**config.mk**
```make
export PLATFORM = sky130hd
export DESIGN_NAME = regfile_mp
export DESIGN_NICKNAME = d
export VERILOG_FILES = /design/src/rtl/regfile_mp.sv
export SDC_FILE = /design/constraint.sdc
export NUM_CORES = 1
export LEC_CHECK = 0
export ABC_AREA = 1
export BUFFER_PORTS_ARGS = -buffer_cell sky130_fd_sc_hd__buf_2
export CORE_AREA = 5 5 147 149
export CTS_CLUSTER_DIAMETER = 200
export DETAILED_ROUTE_END_ITERATION = 8
export DIE_AREA = 0 0 152 154
export GPL_TIMING_DRIVEN = 0
export PLACE_DENSITY = 0.58
export SLEW_MARGIN = 40
export SYNTH_ARGS = -nofsm -noshare
export SYNTH_HDL_FRONTEND = slang
export SYNTH_SLANG_ARGS = --single-unit
```
**constraint.sdc**
```tcl
create_clock -name clk -period 2.5 [get_ports clk]
set_input_delay 0.375 -clock clk [delete_from_list [all_inputs] [get_ports clk]]
set_output_delay 0.375 -clock clk [all_outputs]
set_load 0.01 [all_outputs]
```
**src/rtl/regfile_mp.sv**
```systemverilog
// regfile_mp: parametrised register file with one write port, two
// combinational read ports, optional write-to-read bypass and a
// per-register busy scoreboard used by the controller to stall on hazards.
module regfile_mp #(
  parameter int DATA_W = 16,
  parameter int ADDR_W = 3,
  parameter int BYPASS = 1,
  localparam int NREGS = 2 ** ADDR_W
) (
  input  logic              clk,
  input  logic              rst_n,
  input  logic              write,
  input  logic [ADDR_W-1:0] writenum,
  input  logic [DATA_W-1:0] data_in,
  input  logic [ADDR_W-1:0] readnum_a,
  output logic [DATA_W-1:0] data_out_a,
  input  logic [ADDR_W-1:0] readnum_b,
  output logic [DATA_W-1:0] data_out_b,
  input  logic              reserve,
  input  logic [ADDR_W-1:0] reservenum,
  output logic              busy_a,
  output logic              busy_b,
  output logic [NREGS-1:0]  busy_vec
);

  localparam bit BYPASS_EN = (BYPASS != 0);

  logic [DATA_W-1:0] regs_q [NREGS];
  logic [DATA_W-1:0] regs_d [NREGS];
  logic [NREGS-1:0]  busy_q;
  logic [NREGS-1:0]  busy_d;

  // Forwarding qualifiers: bypass is only live out of reset with a write pending.
  logic write_live;
  logic hit_a;
  logic hit_b;
  logic reserve_same;

  // Next-state: full binary decode of the write and reserve indices.
  always_comb begin
    // NOTE: every variable gets its hold value first so no path leaves it unassigned (no latch).
    regs_d = regs_q;
    busy_d = busy_q;
    for (int i = 0; i < NREGS; i++) begin
      if (write && (writenum == ADDR_W'(i))) begin
        regs_d[i] = data_in;
        busy_d[i] = 1'b0;
      end
      // Reserve is applied after the write so a same-index reserve leaves busy set.
      if (reserve && (reservenum == ADDR_W'(i))) begin
        busy_d[i] = 1'b1;
      end
    end
  end

  // State registers with synchronous active-low clear.
  always_ff @(posedge clk) begin
    if (!rst_n) begin
      // NOTE: the storage array is reset on purpose; a cleared file is architecturally visible.
      for (int i = 0; i < NREGS; i++) begin
        regs_q[i] <= '0;
      end
      busy_q <= '0;
    end else begin
      // NOTE: non-blocking assignments so every flop samples pre-edge values.
      regs_q <= regs_d;
      busy_q <= busy_d;
    end
  end

  // Bypass hit detection for both read ports.
  always_comb begin
    write_live   = BYPASS_EN && rst_n && write;
    hit_a        = write_live && (writenum == readnum_a);
    hit_b        = write_live && (writenum == readnum_b);
    reserve_same = reserve && (reservenum == writenum);
  end

  // Read ports: forwarded write data on a hit, stored value otherwise.
  always_comb begin
    data_out_a = hit_a ? data_in : regs_q[readnum_a];
    data_out_b = hit_b ? data_in : regs_q[readnum_b];
  end

  // Effective busy: a bypassed operand is not a hazard unless it is re-reserved this cycle.
  always_comb begin
    busy_a = (hit_a && !reserve_same) ? 1'b0 : busy_q[readnum_a];
    busy_b = (hit_b && !reserve_same) ? 1'b0 : busy_q[readnum_b];
  end

  assign busy_vec = busy_q;

endmodule
```
==> results.yml, run 1 <==
setup_path:
  crit_type: "input pin to output pin"
  cp-start-kind: "input pin"
  worst-path-buf-inv: 4
  critPathRequiredTime_ns: 2.12
  startpoint: "readnum_b[1]"
  end_kind: "output pin"
  cp.arrival_ns: 2.01
  reg2reg_from: "busy_vec[4]$_SDFFE_PN0P_"
  cpLargestDelayFamily: "buffers and inverters"
  crit_path_frequent_cell: "nand3_1"
  cpPeakStageDelay_ns: 0.52
  r2r_setup_slack_ns: 1.84
  cp_cell_sequence: "buf_4, inv_2, clkbuf_1, nand3_1, nand3_1, nand3_1, nand2_1, buf_2"
  crit_path_top_delay_cell: "clkbuf_1"
  cp_max_fo: 10
pwr:
  net-switching-power_mw: 1.838
  p_clk_share_pct: 44.3
  p_seq_share_pct: 38.0
  ir_drop_mv: 0.4735
  leakagePower_nw: 4.219
  finalPower_mw: 5.969
  p_per_area_mw_per_mm2: 655.3
  intPower_mw: 4.131
  swShare_pct: 30.80
  p_comb_share_pct: 17.7
floorplan:
  die_area_mm2: 0.02341
  die_w_um: 152
  ios: 74
  die_h_um: 154
  initial_core_util_pct: 39.50
  rows: 52
  core_area_mm2: 0.02004
layout:
  fill_cells: 2280
  drive_gt1_share_pct: 10.44
  multi_input_area_mm2: 0.004098
  final_common_cell: "nand2_1"
  diodes: 0
  final_cell_mix: "nand2_1, nand3_1, inv_1"
  finalNonFillerCells: 1669
  syn_to_final_growth_pct: 15.08
  finish.utilization_pct: 45.45
  seqCellArea_mm2: 0.002723
  fin_nets: 1418
routing:
  route.detailed.drc: 0
  ant_nets: 0
  drt_iter0_drc: 1147
  via_per_inst: 5.424
  firstDrtPassIters: 6
  vias: 9052
  routed_wl_um: 32120
  avgRoutedWirePerCell_um: 19.24
sta:
  finalCriticalPeriod_ns: 2.382
  relSlewSlack_pct: 46.86
  whs_ns: 0.2793
  hold_violations: 0
  rsz0062_at_grt: "false"
  worstMarginPinSlew_ns: 0.7971
  setup_viol: 0
  max_freq_mhz: 419.9
  skew_ns: 0
  tns_ns: 0
  finalMaxSlewViolations: 0
  period_share_pct: 95.27
synth:
  synth_seq_cells: 136
  synthSimpleGateAreaFrac_pct: 34.95
  yosysUniqueCellTypes: 19
  syn_nets: 1349
  synth_area_leaders: "dfxtp_1, nand2_1, nand3_1"
  synthCells: 1317
  yosysTopAreaCellShare_pct: 34.40
  ys_seq_area_share_pct: 34.40
  synth_compound_area_share_pct: 16.82
  yosys.area.top_type: "dfxtp_1"
  synth_xor_area_share_pct: 0
  synth_top_family_by_area: "simple AND/OR/NAND/NOR gates"
  yosys_warnings: 0
  netlist_area_mm2: 0.007915
  yosys.area_share.adder_pct: 0
  muxShareOfSynthArea_pct: 0
  postSynthAreaPerCell_um2: 6.010
placed_design:
  hpwl_um: 23930
  numPortBuffers: 50
  place_inst: 1637
  place_congestion: 0.9470
clock_network:
  cts.sinks: 136
  cts_resized: 0
  cts_tree: "built"
  clk_path_buf_depth: 2
  cts_setup_buffers: 0
  cts_buffers: 17
  ctsHoldBuffers: 0
  insertion_delay_ns: 0.43
  cts-root-buf: "clkbuf_16"
  cts_max_level: 4
  clkTransAtPathRegs_ns: 0.06
grt:
  grt_pass1_vias: 8498
  grt_max_degree: 17
  antenna_found_initial: 0
  grt.overflow.total: 0
  grt_pass1_wl_um: 48530
  grt_util_all_layers_pct: 26.77
worst_hold_path:
  hp-start: "reservenum[2]"
  hold_class: "input pin to register"
outcome:
  status: "finished, final reports clean"
flow_run:
  drv_cap: 0
==> sequential cells by signal, indices dropped and copies added (netlist names) <==
name      flops
regs_q      128
busy_vec      8
==> tightest hold or removal path: cells and delay by family <==
family | cells | cell delay [ns]
simple gates | 2 | 0.13
buf+inv | 1 | 0.10
compound gates | 1 | 0.05
==> path summary, 6_finish.rpt <==
kind | to | depth (start not counted)
worst max register to register | busy_vec[4]$_SDFFE_PN0P_ | 2
worst min register to register | regs_q[127]$_SDFFE_PN0P_ | 2
worst min-delay path | busy_vec[3]$_SDFFE_PN0P_ | 4
worst max-delay path | data_out_b[15] | 8
==> area by class of cell <==
class | count | share of cell area (%)
Clock inverter | 14 | 1.937
Multi-Input combinational cell | 917 | 44.99
Inverter | 155 | 6.415
Clock buffer | 18 | 4.712
Sequential cell | 136 | 29.89
Timing Repair Buffer | 50 | 2.747
Tap cell | 270 | 3.709
Buffer | 109 | 5.604
==> metal layers <==
layer	vias up	wire [um]	global-route usage [%]
li1	4363	-	-
met1	4183	14020	36.34
met2	440	14480	42.74
met3	66	2736	5.059
met4	0	875	9.375
met5	-	0	0
==> kinds of logic (layout without fill, tap and decap cells) <==
kind of cell           Yosys count  in the layout
AND/OR/NAND/NOR                651            651
flip-flops                     136            136
AO/OA/AOI/OAI                  266            266
buffers and inverters          264            346
==> metrics by stage <==
step / cell area (um^2) / setup slack [ns]
floorplan: 7915 / 0.8678
global placement: 8503 / 0.1446
detailed placement: 8503 / 0.1588
CTS: 9109 / 0.1535
global route: 9109 / 0.06590
finish: 9109 / 0.1183
==> power groups by stage <==
stage / clock network, mW / logic, mW / registers (mW)
final: 2.65 / 1.06 / 2.27
after global routing: 2.76 / 1.16 / 2.27
after CTS: 2.65 / 1.04 / 2.27
after detailed placement: 0 / 1.03 / 2.31
after global placement: 0 / 1.02 / 2.31
after floorplan: 0 / 0.664 / 2.31
==> synth_stat cells <==
library cell  instances
nand3_2               1
o21ai_1              11
nand2_1             394
inv_1               143
clkbuf_1             53
buf_6                 3
a21oi_1             136
nand3_1             237
dfxtp_1             136
nand2_2               2
o21ai_0             119
nor2_4                2
nor2_1               15
inv_4                 1
clkbuf_2              2
buf_2                34
buf_1                 8
buf_4                 9
inv_2                11
No activity file was read; power rests on OpenSTA's default activity.
==> run 2: changes to the inputs <==
REMOVE_ABC_BUFFERS = 1   (was unset)
clock period = 3.1 ns   (was 2.5 ns; I/O delays follow)
==> run 2 against run 1 <==
Compared with the run above: utilization fell by 0.86 points; power fell by 20%; global-route usage fell by 4.2 points; critical path depth rose by 2; worst hold slack improved by 0.11 ns; sequential share of layout area rose by 0.57 points; critical endpoint is now data_out_a[12]; largest cell class unchanged; clock skew did not move; non-clock buffer count fell by 78; highest routed layer unchanged.
==> results.yml, run 2 (same netlist as run 1, synthesis figures left out) <==
outcome:
  status: "finished, final reports clean"
placed_design:
  dpl-instance-area_mm2: 0.008222
  pre_cts_ws_ns: -0.07563
  hpwl_um: 14100
  place_congestion: 0.7935
  numPortBuffers: 73
setup_path:
  cp.arrival_ns: 2.49
  cpPeakStageDelay_ns: 0.36
  rr_worst_depth: 2
  cp-start-kind: "input pin"
  rr_endpoint: "busy_vec[6]$_SDFFE_PN0P_"
  reg2reg_from: "busy_vec[6]$_SDFFE_PN0P_"
  worst-path-buf-inv: 4
  crit_path_frequent_cell: "nand2_1"
  cp_max_fo: 69
  crit_path_top_delay_cell: "buf_4"
  critPathRequiredTime_ns: 2.63
  end_kind: "output pin"
  crit_type: "input pin to output pin"
  cp_cell_sequence: "buf_4, buf_12, inv_8, nand2_1, nand2_1, nor2_1, nand2_2, nand3_1, nand2_1, buf_2"
  cpLargestDelayFamily: "buffers and inverters"
  r2r_setup_slack_ns: 2.42
floorplan:
  core_area_mm2: 0.02004
  die_w_um: 152
  die_h_um: 154
  ios: 74
  die_area_mm2: 0.02341
  initial_core_util_pct: 39.50
  rows: 52
grt:
  grt_max_degree: 85
  grt_pass1_vias: 7660
  antenna_found_initial: 0
  grt_util_all_layers_pct: 22.59
  grt.overflow.total: 0
  grt_pass1_wl_um: 42670
routing:
  via_per_inst: 5.201
  avgRoutedWirePerCell_um: 16.85
  routed_wl_um: 26800
  firstDrtPassIters: 5
  route.detailed.drc: 0
  ant_nets: 0
  vias: 8275
  drt_iter0_drc: 667
pwr:
  swShare_pct: 27.96
  ir_drop_mv: 0.4249
  p_clk_share_pct: 45.6
  p_seq_share_pct: 38.2
  intPower_mw: 3.446
  net-switching-power_mw: 1.338
  p_per_area_mw_per_mm2: 535.2
  leakagePower_nw: 4.169
  p_comb_share_pct: 16.1
layout:
  final_cell_mix: "nand2_1, nand3_1, inv_1"
  finish.utilization_pct: 44.60
  final_common_cell: "nand2_1"
  fill_cells: 2206
  largest_reg_flops: 128
  drive_gt1_share_pct: 10.30
  top_register: "regs_q"
  diodes: 0
  final_cell_area_mm2: 0.008937
  syn_to_final_growth_pct: 12.91
  fin_nets: 1340
clock_network:
  clkTransAtPathRegs_ns: 0.06
  cts_max_level: 4
  clk_path_buf_depth: 2
  cts_buffers: 17
  cts_tree: "built"
  cts.sinks: 136
  ctsHoldBuffers: 0
  cts-root-buf: "clkbuf_16"
  insertion_delay_ns: 0.42
sta:
  relSlewSlack_pct: 44.33
  finalMaxSlewViolations: 0
  tns_ns: 0
  finalCriticalPeriod_ns: 2.959
  hold_violations: 0
  rsz0062_at_grt: "false"
  setup_viol: 0
  max_freq_mhz: 337.9
  period_share_pct: 95.46
  worst_slack_ns: 0.1406
  worstMarginPinSlew_ns: 0.8321
  whs_ns: 0.3920
  skew_ns: 0
worst_hold_path:
  worst_hold_path.endpoint: "busy_vec[3]$_SDFFE_PN0P_"
  whs_path_depth: 4
  hp-start: "reservenum[2]"
  hold_class: "input pin to register"
flow_run:
  drv_cap: 0
run 2: cell types whose count changed in the layout (fill, tap and decap cells not counted), moves of 3 or more:
cell and delta:
clkinvlp_4 -4, clkbuf_8 +6, buf_1 -8, buf_2 -17
buf_4 -3, buf_12 +5, inv_2 -4, nand2_1 -8
clkinv_4 -4, nand2_2 +8, clkbuf_1 -52
run 2: how the worst max path moves through the flow:
stage | from | end | slack, ns | depth (start not counted)
floorplan | readnum_b[0] | busy_b | 0.87 | 8
global placement | readnum_b[0] | busy_b | -1.42 | 9
detailed placement | readnum_a[1] | busy_a | -0.08 | 9
CTS | readnum_a[1] | data_out_a[12] | 0.01 | 9
global route | readnum_a[0] | data_out_a[12] | 0.03 | 10
finish | readnum_a[0] | data_out_a[12] | 0.14 | 10
run 2: area by class of cell:
type | instances | area, um^2 | share of cell area, %
clock inverters | 7 | 112.6 | 1.260
clock buffers | 25 | 515.5 | 5.768
inverters | 155 | 604.3 | 6.762
well taps | 270 | 337.8 | 3.780
multi-input cells | 917 | 4118 | 46.07
flip-flops and latches | 136 | 2723 | 30.46
repair buffers | 81 | 526.8 | 5.894
run 2: power groups by stage:
stage	Sequential (mW)	Combinational [mW]	Clock [mW]
floorplan	1.86	0.435	0
global placement	1.87	0.748	0
detailed placement	1.87	0.758	0
CTS	1.83	0.767	2.20
global route	1.83	0.868	2.28
finish	1.83	0.772	2.18
run 2: repair_timing:
| action | in CTS | in global routing |
|---|---|---|
| setup endpoints to repair | 34 | 27 |
| gates resized for setup | 1 | 5 |
| pin swaps | 2 | 0 |
| buffers inserted | 5 | 0 |
run 2: layer usage:
layer	vias to the layer above	GRT usage (%)	share of wire, %
li1	4209	-	-
met1	3758	31.26	48
met2	265	35.67	44
met3	43	3.963	6.1
met4	0	7.663	2.0
met5	-	0	0
run 2: worst reg2reg max path, delay by kind of cell (launching register included):
| family | cells | cell delay [ns] |
|---|---|---|
| AOI/OAI and AO/OA | 1 | 0.15 |
| DFF | 1 | 0.38 |
| and+or+nand+nor | 1 | 0.07 |
run 2: stage by stage:
step,instances,power [mW]
floorplan,1208,2.300
detailed placement,1554,2.624
global placement,1551,2.613
CTS,1591,4.795
global route,1591,4.979
finish,1591,4.783
==> run 3: changes to the inputs <==
CTS_BUF_LIST = sky130_fd_sc_hd__clkbuf_4   (was unset)
==> run 3 against run 2 <==
Compared with the run above: worst hold slack lost 0.13 ns; die area unchanged; clock skew unchanged; via count about the same; critical path type unchanged; critical endpoint is now data_out_b[12].
==> results.yml, run 3 (same netlist as run 1, synthesis figures left out) <==
setup_path:
  cpPeakStageDelay_ns: 0.49
  cp-start-kind: "input pin"
  cp_cell_sequence: "buf_2, inv_2, nand2_1, nand2_1, nor2_1, nand2_2, nand3_1, nand2_1, buf_2"
  cp.arrival_ns: 2.59
  startpoint: "readnum_b[2]"
  crit_type: "input pin to output pin"
  cp_max_fo: 19
  reg2reg_from: "busy_vec[6]$_SDFFE_PN0P_"
  critPathRequiredTime_ns: 2.63
  end_kind: "output pin"
  crit_path_frequent_cell: "nand2_1"
  crit_path_top_delay_cell: "buf_2"
floorplan:
  die_h_um: 154
  rows: 52
  core_area_mm2: 0.02004
  die_area_mm2: 0.02341
  initial_core_util_pct: 39.50
  die_w_um: 152
  ios: 74
placed_design:
  hpwl_um: 14100
  place_inst: 1554
  numPortBuffers: 73
  pre_cts_ws_ns: -0.07563
  place_congestion: 0.7935
sta:
  worstMarginPinSlew_ns: 0.8116
  rsz0062_at_grt: "false"
  setup_viol: 0
  hold_violations: 0
  finalCriticalPeriod_ns: 3.055
  max_freq_mhz: 327.3
  finalMaxSlewViolations: 0
  relSlewSlack_pct: 45.70
  period_share_pct: 98.56
  worst_slack_ns: 0.04456
  skew_ns: 0
  tns_ns: 0
clock_network:
  cts.sinks: 136
  cts_max_level: 4
  clkTransAtPathRegs_ns: 0.13
  cts-root-buf: "clkbuf_4"
  cts_tree: "built"
  cts_buffers: 17
  ctsHoldBuffers: 0
  clk_path_buf_depth: 2
  insertion_delay_ns: 0.54
grt:
  grt_max_degree: 85
  grt_pass1_wl_um: 42300
  antenna_found_initial: 1
  grt.overflow.total: 0
  grt_util_all_layers_pct: 22.33
  grt_pass1_vias: 7564
layout:
  final_cell_mix: "nand2_1, nand3_1, inv_1"
  largest_reg_flops: 128
  finalNonFillerCells: 1593
  top_register: "regs_q"
  fin_nets: 1340
  finish.utilization_pct: 42.86
  syn_to_final_growth_pct: 8.520
  final_common_cell: "nand2_1"
  drive_gt1_share_pct: 9.992
routing:
  firstDrtPassIters: 5
  via_per_inst: 5.198
  routed_wl_um: 26610
  ant_nets: 0
  vias: 8280
  avgRoutedWirePerCell_um: 16.70
  drt_iter0_drc: 713
  route.detailed.drc: 0
pwr:
  leakagePower_nw: 4.010
  ir_drop_mv: 0.2022
  p_per_area_mw_per_mm2: 444.4
  finalPower_mw: 3.817
flow_run:
  drv_cap: 0
worst_hold_path:
  hp-start: "reservenum[1]"
  hold_class: "input pin to register"
outcome:
  status: "finished, final reports clean"
run 3: cell count changes in the layout (fill, tap and decap cells not counted), sizes merged:
cell / delta
clkinv: +6
buf: +1
diode: +2
clkbuf: -7
run 3: critical path, delay by kind of cell:
| family | cells | cell delay, ns |
|---|---|---|
| buffers and inverters | 3 | 1.08 |
| AND/OR/NAND/NOR | 6 | 1.03 |
run 3: final cells by class:
| cell class | count | area, um^2 |
|---|---|---|
| Clock buffer | 19 | 142.6 |
| Antenna cell | 2 | 5.005 |
| Sequential cell | 136 | 2723 |
| Timing Repair Buffer | 81 | 524.3 |
| Multi-Input combinational cell | 917 | 4118 |
| Tap cell | 270 | 337.8 |
| Fill cell | 2248 | 11450 |
| Clock inverter | 13 | 135.1 |
| Inverter | 155 | 604.3 |
run 3: timing repair:
item                       4_1_cts  5_1_grt
resized for setup                1        4
pin swaps                        2        0
setup endpoints to repair       34       27
buffers inserted                 5        0
cloned                           0        0
run 3: power breakdown:
group | internal (mW) | switching (mW)
registers | 1.81 | 0.0172
clock network | 0.557 | 0.665
logic | 0.243 | 0.526
total | 2.61 | 1.21
run 3: final timing paths:
kind                               to  slack (ns)  cells past startpoint
max                    data_out_b[12]        0.04                      9
min          busy_vec[5]$_SDFFE_PN0P_        0.26                      4
max reg2reg  busy_vec[6]$_SDFFE_PN0P_        2.41                      2
min reg2reg   regs_q[71]$_SDFFE_PN0P_        0.48                      2
run 3: metrics by stage:
stage	hold WS, ns	area, um^2
after floorplan	0.4481	7405
after global placement	0.4632	8108
after detailed placement	0.4635	8222
after CTS	0.2104	8577
after global routing	0.2432	8589
final	0.2573	8589
run 3: metal layers:
metal	track usage (%)	routed length, um	up-vias
li1	-	-	4206
met1	31.12	12380	3725
met3	3.794	1930	43
met4	6.764	437	0
met2	35.48	11860	306
met5	0	0	-
